`config.mk`:
```
export PLATFORM = sky130hd
export DESIGN_NAME = two_to_four_decoder
export DESIGN_NICKNAME = d
export VERILOG_FILES = /design/src/rtl/two_to_four_decoder.sv
export SDC_FILE = /design/constraint.sdc
export NUM_CORES = 1
export LEC_CHECK = 0
export CORE_UTILIZATION = 50
export CTS_CLUSTER_SIZE = 40
export DETAILED_ROUTE_END_ITERATION = 12
export PLACE_DENSITY = 0.79
export SLEW_MARGIN = 20
export SYNTH_ARGS = -nofsm -noshare
export SYNTH_HDL_FRONTEND = slang
export SYNTH_SLANG_ARGS = --single-unit
```
`constraint.sdc`:
```
create_clock -name clk -period 2.3 [get_ports clk]
set_input_delay 0.46 -clock clk [delete_from_list [all_inputs] [get_ports clk]]
set_output_delay 0.46 -clock clk [all_outputs]
set_load 0.03 [all_outputs]
```
`src/rtl/two_to_four_decoder.sv`:
```
// Two-entry buffered 2-to-4 decoder with valid/ready handshakes.
// Per-output saturating hit counters, readable through a select mux.
module two_to_four_decoder #(
  parameter int CNT_W = 8
) (
  input  logic             clk,
  input  logic             rst,
  input  logic             e0,
  input  logic             e1,
  input  logic             in_valid,
  output logic             in_ready,
  output logic             a,
  output logic             b,
  output logic             c,
  output logic             d,
  output logic             out_valid,
  input  logic             out_ready,
  input  logic             clr,
  input  logic [1:0]       cnt_sel,
  output logic [CNT_W-1:0] cnt
);

  typedef enum logic [1:0] {
    EMPTY = 2'd0,
    ONE   = 2'd1,
    FULL  = 2'd2
  } occ_e;

  occ_e             occ_q, occ_d;
  logic [1:0]       mem_q [2];
  logic             wr_q, rd_q;
  logic [CNT_W-1:0] cnt_q [4];

  logic       push, pop;
  logic [1:0] head;
  logic [1:0] hit_idx;

  assign in_ready  = (occ_q != FULL) & ~rst;
  assign out_valid = (occ_q != EMPTY);
  assign push      = in_valid & in_ready;
  assign pop       = out_valid & out_ready;
  assign head      = mem_q[rd_q];

  assign a = out_valid & (head == 2'b00);
  assign b = out_valid & (head == 2'b10);
  assign c = out_valid & (head == 2'b01);
  assign d = out_valid & (head == 2'b11);

  // Counter index follows cnt_sel order a,b,c,d: e0 is the msb.
  assign hit_idx = {head[0], head[1]};

  assign cnt = cnt_q[cnt_sel];

  always_comb begin
    occ_d = occ_q;
    unique case ({push, pop})
      2'b10:   occ_d = (occ_q == EMPTY) ? ONE : FULL;
      2'b01:   occ_d = (occ_q == ONE) ? EMPTY : ONE;
      default: occ_d = occ_q;
    endcase
  end

  always_ff @(posedge clk) begin
    if (push) begin
      mem_q[wr_q] <= {e1, e0};
    end
  end

  always_ff @(posedge clk) begin
    if (rst) begin
      occ_q <= EMPTY;
      wr_q  <= 1'b0;
      rd_q  <= 1'b0;
    end else begin
      occ_q <= occ_d;
      if (push) wr_q <= ~wr_q;
      if (pop)  rd_q <= ~rd_q;
    end
  end

  always_ff @(posedge clk) begin
    for (int i = 0; i < 4; i++) begin
      if (rst || clr) begin
        cnt_q[i] <= '0;
      end else if (pop && hit_idx == 2'(i)
                   && cnt_q[i] != {CNT_W{1'b1}}) begin
        cnt_q[i] <= cnt_q[i] + 1'b1;
      end
    end
  end

endmodule

```
==> results.md, run 1 <==
- Layout cells sized above 1: 23.4%
- # DRC: 0
- Inserted Diodes: 0
- Worst Hold End: wr_q
- RePlAce Congestion: 0.804
- Worst hold path type: flip-flop to flip-flop
- Hold depth: 2
- Clk root buf: clkbuf_8
- Clock transition at path regs: roughly 0.070 ns
- Setup bufs post-CTS: 0
- 1st-iter DRT viols: 180
- Outcome: finished, final reports clean
- Hold Path Origin: wr_q
- Crit-path max FO: 8
- Critical R2R Capture: cnt_q[1][6]
- Synth Instances: 199
- CP Class: input pin to output port
- Vias in the first global route: 1682
- Clk sink count: 41
- Fmax: about 0.44 GHz
- Antenna viol nets, final: 0
- Synth area leaders: edfxtp_1 45%, mux4_2 7.5%, dfxtp_1 4.1%
- # IOs: 23
- Max Buffers Root-to-Sink: 2
- CP startpoint kind: input pin
- Syn Area/Cell: roughly 12 um2
- Core Area: about 0.0045 mm2
- Final period utilization: 98.8%
- Via count: 1763
- Area Overhead vs Synth: 18.0%
- Final setup viols: 0
- Worst Path Required: between 1.5 and 2 ns
- Critical path arrival: 1.81 ns
- RSZ-0062 raised after global routing: false
- Post-synthesis sequential area ratio: 48.9%
- Slew HR: between 70 and 80%
- Design Area, Final: 0.00285 mm2
- Filler Cell Count: 365
- Largest net degree at the start of global routing: 13
- Initial DRT Pass Iterations: 4
- Worst R2R Start: cnt_q[1][0]
- R2R Setup Slk: 0.43 ns
- Commonest non-fill, non-tap cell in the layout: edfxtp_1
- Setup crit end kind: output port
- Initial Util: 53.6%
- Async set or reset register ratio after synthesis: 0%
- Width of the die: about 70 um
- Most frequent cells in the layout: 36 x edfxtp_1, 19 x buf_4, 15 x nand2_1, 14 x nor3_1, 13 x nor2_1
- Wirelength per Cell: 16.6 um
- Yosys top cell by area: edfxtp_1
- Post-synthesis net count: 213
- Pleak: 0.00101 uW
- Initial antenna violation count: 0
- Slew Limit Fails: 0
- # port buffers: 22
- Rows: 24
- Main flop type after synthesis: edfxtp_1
- Fin. Hold Viols: 0
- Dpl cell area: 0.00280 mm2
- CTS tree: yes
- Synthesis-stage register bit count: 41
- Total gr overflow: 0
- Vert. Die Dim: 71.5 um
- Count of different cell masters after synthesis: 36
- Worst-Margin Slew: 0.343 ns
- DPL Wire Length: 3.63 mm
- Fin Clk Skew: around 0.0054 ns
- Reg2Reg Depth: 5
- Gr usage total: a little over a fifth
- Max-Cap Viols: 0
- DIE AREA: 0.00511 mm2
- Synthesized cell area: approximately 0.0024 mm2
- Worst-Skew Late Latency: 0.29 ns
- Post-synth EDFFs: 36
- Routed wire length: 4.84 mm
- Syn. warnings: 0
- H-tree levels: 2
- # nets final: ~250
- Power density over the cells: between 600 and 700 mW/mm2
- Min Tclk post-route: ~2.3 ns
- Total CTS buffers: 5
- Top-area cell type share of the netlist area: roughly 45%
- Vias per cell: 6.06
- Final core occ: 63.3%
- Maximum vdd drop: roughly 0.33 mV
- First-pass GRT wire length: 8.08 mm
==> registers in the layout (all words and copies together) (netlist names), named ones only <==
name and flops:
cnt_q 32, mem_q 4, occ_q 2, rd_q 1, wr_q 1
==> cells in the mapped netlist (all sizes together), types with 6 or more instances <==
master	number
nor2	14
nand2	15
a21oi	7
xor2	7
o21ai	9
and4	6
or3	9
mux4	8
nor3	14
nand3	9
edfxtp	36
a211oi	6
xnor2	6
nand4	6
==> stage by stage <==
step | power [uW] | setup slack (ns) | hold slack, ns | TNS [ns] | std cells
CTS | 1740 | -0.0824 | 0.491 | -0.0824 | 291
global placement | 1260 | -0.408 | 0.467 | -2.81 | 283
floorplan | 1130 | 0.181 | 0.452 | 0 | 199
finish | 1720 | 0.0281 | 0.488 | 0 | 291
detailed placement | 1270 | -0.379 | 0.476 | -2.73 | 283
global route | 1790 | 0.00231 | 0.519 | 0 | 291
==> worst max-delay path by stage <==
| stage | depth (start not counted) | slack (ns) | start | end |
|---|---|---|---|---|
| 2_1_floorplan | 4 | 0.18 | cnt_q[1][0] | cnt_q[1][0] |
| 3_3_place_gp | 4 | -0.41 | cnt_sel[0] | cnt[4] |
| 3_5_place_dp | 4 | -0.38 | cnt_sel[0] | cnt[4] |
| 4_1_cts | 4 | -0.08 | cnt_sel[0] | cnt[4] |
| 5_1_grt | 4 | 0.002 | cnt_sel[0] | cnt[4] |
| 6_report | 4 | 0.03 | cnt_sel[0] | cnt[4] |
==> logic make-up after synthesis <==
logic type	after synthesis	share of synthesized area, %
adders and majority gates	5	2.59
DFF	41	48.9
buffers and inverters	12	2.07
AOI/OAI and AO/OA	35	10.3
muxes	12	10.6
xor gates and xnor gates	13	4.71
and+or+nand+nor	81	20.9
==> power by group <==
part / leakage (uW) / switching [uW] / internal, uW
Sequential: 0.000435 / 51.4 / 855
Combinational: 0.000531 / 186 / 149
Clock: 0.0000455 / 235 / 245
Total: 0.00101 / 472 / 1250
==> area by class of cell <==
type	instances	area (um2)	area share, %
multi-input combinational	146	1180	41.6
sequential	41	1180	41.4
timing repair buffer	39	310	10.9
clock buffer	8	90.1	3.16
tap	52	65.1	2.28
inverter	5	18.8	0.658
==> routing by layer <==
layer	share of wire (%)	vias to the layer above	track usage [%]	wire [um]
li1	-	867	-	-
met1	44	829	27.8	2140
met2	48	57	33.9	2300
met3	6.0	10	4.78	291
met4	2.1	0	8.06	103
met5	0	-	0	0
==> critical path, stage by stage <==
cell and delay (ns):
clkdlybuf4s50_1 0.51, buf_12 0.14, mux4_2 0.50, buf_2 0.19
==> repair_timing <==
action,4_1_cts,5_1_grt
gates cloned,0,0
hold buffers,0,0
resized for setup,36,4
endpoints found under the setup margin,10,2
No activity file was read; power rests on OpenSTA's default activity.
==> run 2: changes to the inputs <==
Settings changed: ABC_AREA set to 1, SLEW_MARGIN 20 to unset.
==> run 2 against run 1 <==
Against the previous run:
- die area is 1.5% higher
- register-to-register slack improved by 0.07 ns
- count of clock-buffer cells in the layout is 1 lower
- non-clock buffer count fell by 10
- clock power grew 11%
- critical path depth grew 2
- largest power group unchanged
- via count is 15% higher
- global-route usage is 0.32 points higher
==> results.md, run 2 <==
- Met2 wire length: 2.43 mm (was 2.30 mm)
- Fin Clk Skew: 0.0110 ns (was 0.00537 ns)
- First-pass GRT wire length: 8.52 mm (was 8.08 mm)
- Crit path max-delay family: buffers and inverters (unchanged)
- Area Overhead vs Synth: 17.6% (was 18.0%)
- Final period utilization: 95.6% (was 98.8%)
- Max Buffers Root-to-Sink: 2 (unchanged)
- 1st-iter DRT viols: 149 (was 180)
- Rows: 25 (was 24)
- Register area: 0.00118 mm2 (unchanged)
- Core Area: 0.00472 mm2 (was 0.00450 mm2)
- Outcome: finished, final reports clean (unchanged)
- # nets final: 333 (was 252)
- Worst R2R Start: cnt_q[2][0] (was cnt_q[1][0])
- Max layer used: met4 (unchanged)
- Max-Cap Viols: 0 (unchanged)
- Most used cell, CP: a21oi_1
- Critical path, cell by cell: clkdlybuf4s50_1 > inv_1 > o21ai_0 > a21oi_1 > a21oi_1 > buf_4 (was clkdlybuf4s50_1 > buf_12 > mux4_2 > buf_2)
- Count of different cell masters after synthesis: 25 (was 36)
- Initial Util: 51.9% (was 53.6%)
- CTS tree: yes (unchanged)
- Most frequent cells in the layout: 54 x nand2_1, 52 x nor2_1, 36 x edfxtp_1, 32 x inv_1, 16 x nand3_1 (was 36 x edfxtp_1, 19 x buf_4, 15 x nand2_1, 14 x nor3_1, 13 x nor2_1)
- Yosys top cell by area: edfxtp_1 (unchanged)
- Inserted Diodes: 0 (unchanged)
- Width of the die: 72.0 um (was 71.5 um)
- CP Class: input pin to output port (unchanged)
- M1 WL: 2.22 mm (was 2.14 mm)
- Post-synth EDFFs: 36 (unchanged)
- Power density over the cells: 624 mW/mm2 (was 604 mW/mm2)
- DPL Wire Length: 3.82 mm (was 3.63 mm)
- Worst Path Required: 1.84 ns (about the same)
- Filler Cell Count: 404 (was 365)
- RePlAce Congestion: 0.842 (was 0.804)
- Worst Hold Slack: 0.466 ns (was 0.488 ns)
- CP max-delay cell: clkdlybuf4s50_1 (unchanged)
- Async set or reset register ratio after synthesis: 0% (unchanged)
- Vert. Die Dim: 72.0 um (was 71.5 um)
- Post-synthesis sequential area ratio: 48.2% (was 48.9%)
- Routed wire length: 5.03 mm (was 4.84 mm)
- Antenna viol nets, final: 0 (unchanged)
- Synth Instances: 286 (was 199)
- Vias in the first global route: 1907 (was 1682)
- Initial antenna violation count: 0 (unchanged)
- Worst hold path type: flip-flop to flip-flop (unchanged)
- # port buffers: 22 (unchanged)
- Synthesized cell area: 0.00245 mm2 (was 0.00242 mm2)
- Main flop type after synthesis: edfxtp_1 (unchanged)
- Synth top cells by count: 54 x nand2_1, 52 x nor2_1, 36 x edfxtp_1, 33 x inv_1, 16 x nand3_1 (was 36 x edfxtp_1, 15 x nand2_1, 14 x nor3_1, 13 x nor2_1)
- Area of the multi-input gates: 0.00112 mm2 (was 0.00118 mm2)
- Total gr overflow: 0 (unchanged)
- Power, Total: 1800 uW (was 1720 uW)
- Syn. warnings: 0 (unchanged)
- Largest net degree at the start of global routing: 16 (was 13)
- CP bufs+invs: 3 (unchanged)
- Clock transition at path regs: 0.08 ns (was 0.07 ns)
- Hold Path Origin: wr_q (unchanged)
- Min Tclk post-route: 2.20 ns (was 2.27 ns)
- Total CTS buffers: 5 (unchanged)
- Max reg flops: 32 (unchanged)
- Syn Area/Cell: 8.57 um2 (was 12.1 um2)
- Slew Limit Fails: 0 (unchanged)
- Routed wl met3: 265 um (was 291 um)
- Worst-Skew Late Latency: 0.30 ns (was 0.29 ns)
- Final setup viols: 0 (unchanged)
- RSZ-0062 raised after global routing: false (unchanged)
- Fin. Hold Viols: 0 (unchanged)
- TNS Setup: 0 ns (unchanged)
- Synth area leaders: edfxtp_1 44%, nand2_1 8.3%, nor2_1 8.0% (was edfxtp_1 45%, mux4_2 7.5%, dfxtp_1 4.1%)
- Largest registers: cnt_q: 32 flops, mem_q: 4 flops, occ_q: 2 flops (unchanged)
- Critical path arrival: 1.74 ns (was 1.81 ns)
- Initial DRT Pass Iterations: 4 (unchanged)
- Crit-path max FO: 10 (was 8)
- Post-synthesis net count: 300 (was 213)
- Final core occ: 61.0% (was 63.3%)
- CP startpoint kind: input pin (unchanged)
- # IOs: 23 (unchanged)
- Synthesis-stage register bit count: 41 (unchanged)
- Biggest register: cnt_q (unchanged)
- DIE AREA: 0.00519 mm2 (was 0.00511 mm2)
- Setup crit end kind: output port (unchanged)
- Clk root buf: clkbuf_8 (unchanged)
- H-tree levels: 2 (unchanged)
- # DRC: 0 (unchanged)
- Wirelength per Cell: 13.0 um (was 16.6 um)
- Cell with the most instances after synthesis: nand2_1 (was edfxtp_1)
- Top-area cell type share of the netlist area: 44.1% (was 44.7%)
- CP startpoint: cnt_sel[1] (was cnt_sel[0])
- Maximum vdd drop: 0.439 mV (was 0.332 mV)
- Worst path max stage delay: 0.54 ns (was 0.51 ns)
- Vias per cell: 5.24 (was 6.06)
- Pre-CTS worst setup slack: 0.0295 ns (was -0.379 ns)
- Slew HR: 76.0% (was 77.1%)
- Clk sink count: 41 (unchanged)
- Via count: 2028 (was 1763)
- Commonest non-fill, non-tap cell in the layout: nand2_1 (was edfxtp_1)
- Layout cells sized above 1: 14.7% (was 23.4%)
- Worst-Margin Slew: 0.359 ns (was 0.343 ns)
- Gr usage total: 21.3% (was 21.0%)
- Fmax: 0.455 GHz (was 0.440 GHz)
- Setup WS post-layout: 0.101 ns (was 0.0281 ns)
- Pleak: 0.00123 uW (was 0.00101 uW)
==> run 2: timing repair <==
action | 4_1_cts | 5_1_grt
hold buffers | 0 | 0
endpoints found under the setup margin | 1 | 8
buffers inserted | 0 | 4
gates resized for setup | 1 | 5
==> run 2: power by group <==
part | internal (uW) | leakage, uW | switching, uW
Sequential | 857 | 0.000435 | 54.7
Clock | 282 | 0.0000536 | 252
Combinational | 127 | 0.000739 | 226
==> run 2: kinds of logic after synthesis <==
kind of cell	synth area share [%]
compound gates	7.24
xor+xnor	7.14
fa+ha+maj	2.55
buf+inv	6.02
flops	48.2
simple gates	28.9
==> run 2: path summary, 6_finish.rpt <==
path / slack (ns) / endpoint / cells past startpoint
hold reg to reg: 0.47 / wr_q / 2
setup / recovery: 0.10 / cnt[7] / 6
setup reg to reg: 0.50 / cnt_q[2][4] / 6
hold / removal: 0.47 / wr_q / 2
==> run 2: worst register-to-register path: cells and delay by family (launching register included) <==
kind,cells,cell delay [ns]
simple gates,4,0.67
fa+ha+maj,1,0.26
buf+inv,1,0.07
flops,1,0.46
==> run 2: layout make-up <==
class	count	share of cell area, %
multi-input combinational	208	39.0
inverter	34	4.56
clock buffer	7	3.39
tap	67	2.91
timing repair buffer	29	8.90
clock inverter	1	0.304
sequential	41	41.0
==> run 2: metal layers <==
| layer | vias to the layer above | track usage (%) |
|---|---|---|
| met2 | 63 | 34.4 |
| li1 | 1002 | - |
| met3 | 12 | 4.58 |
| met4 | 0 | 8.50 |
| met1 | 951 | 28.1 |
| met5 | - | 0 |
==> run 2: stage by stage <==
step	instances	instance area (um2)
2_1_floorplan	286	2450
3_3_place_gp	375	2740
3_5_place_dp	375	2740
4_1_cts	383	2840
5_1_grt	387	2880
6_report	387	2880
==> run 3: changes to the inputs <==
Settings changed: SLEW_MARGIN set to 20.
==> results of run 3 <==
Final layout, timing and power as in run 2 (identical DEF).
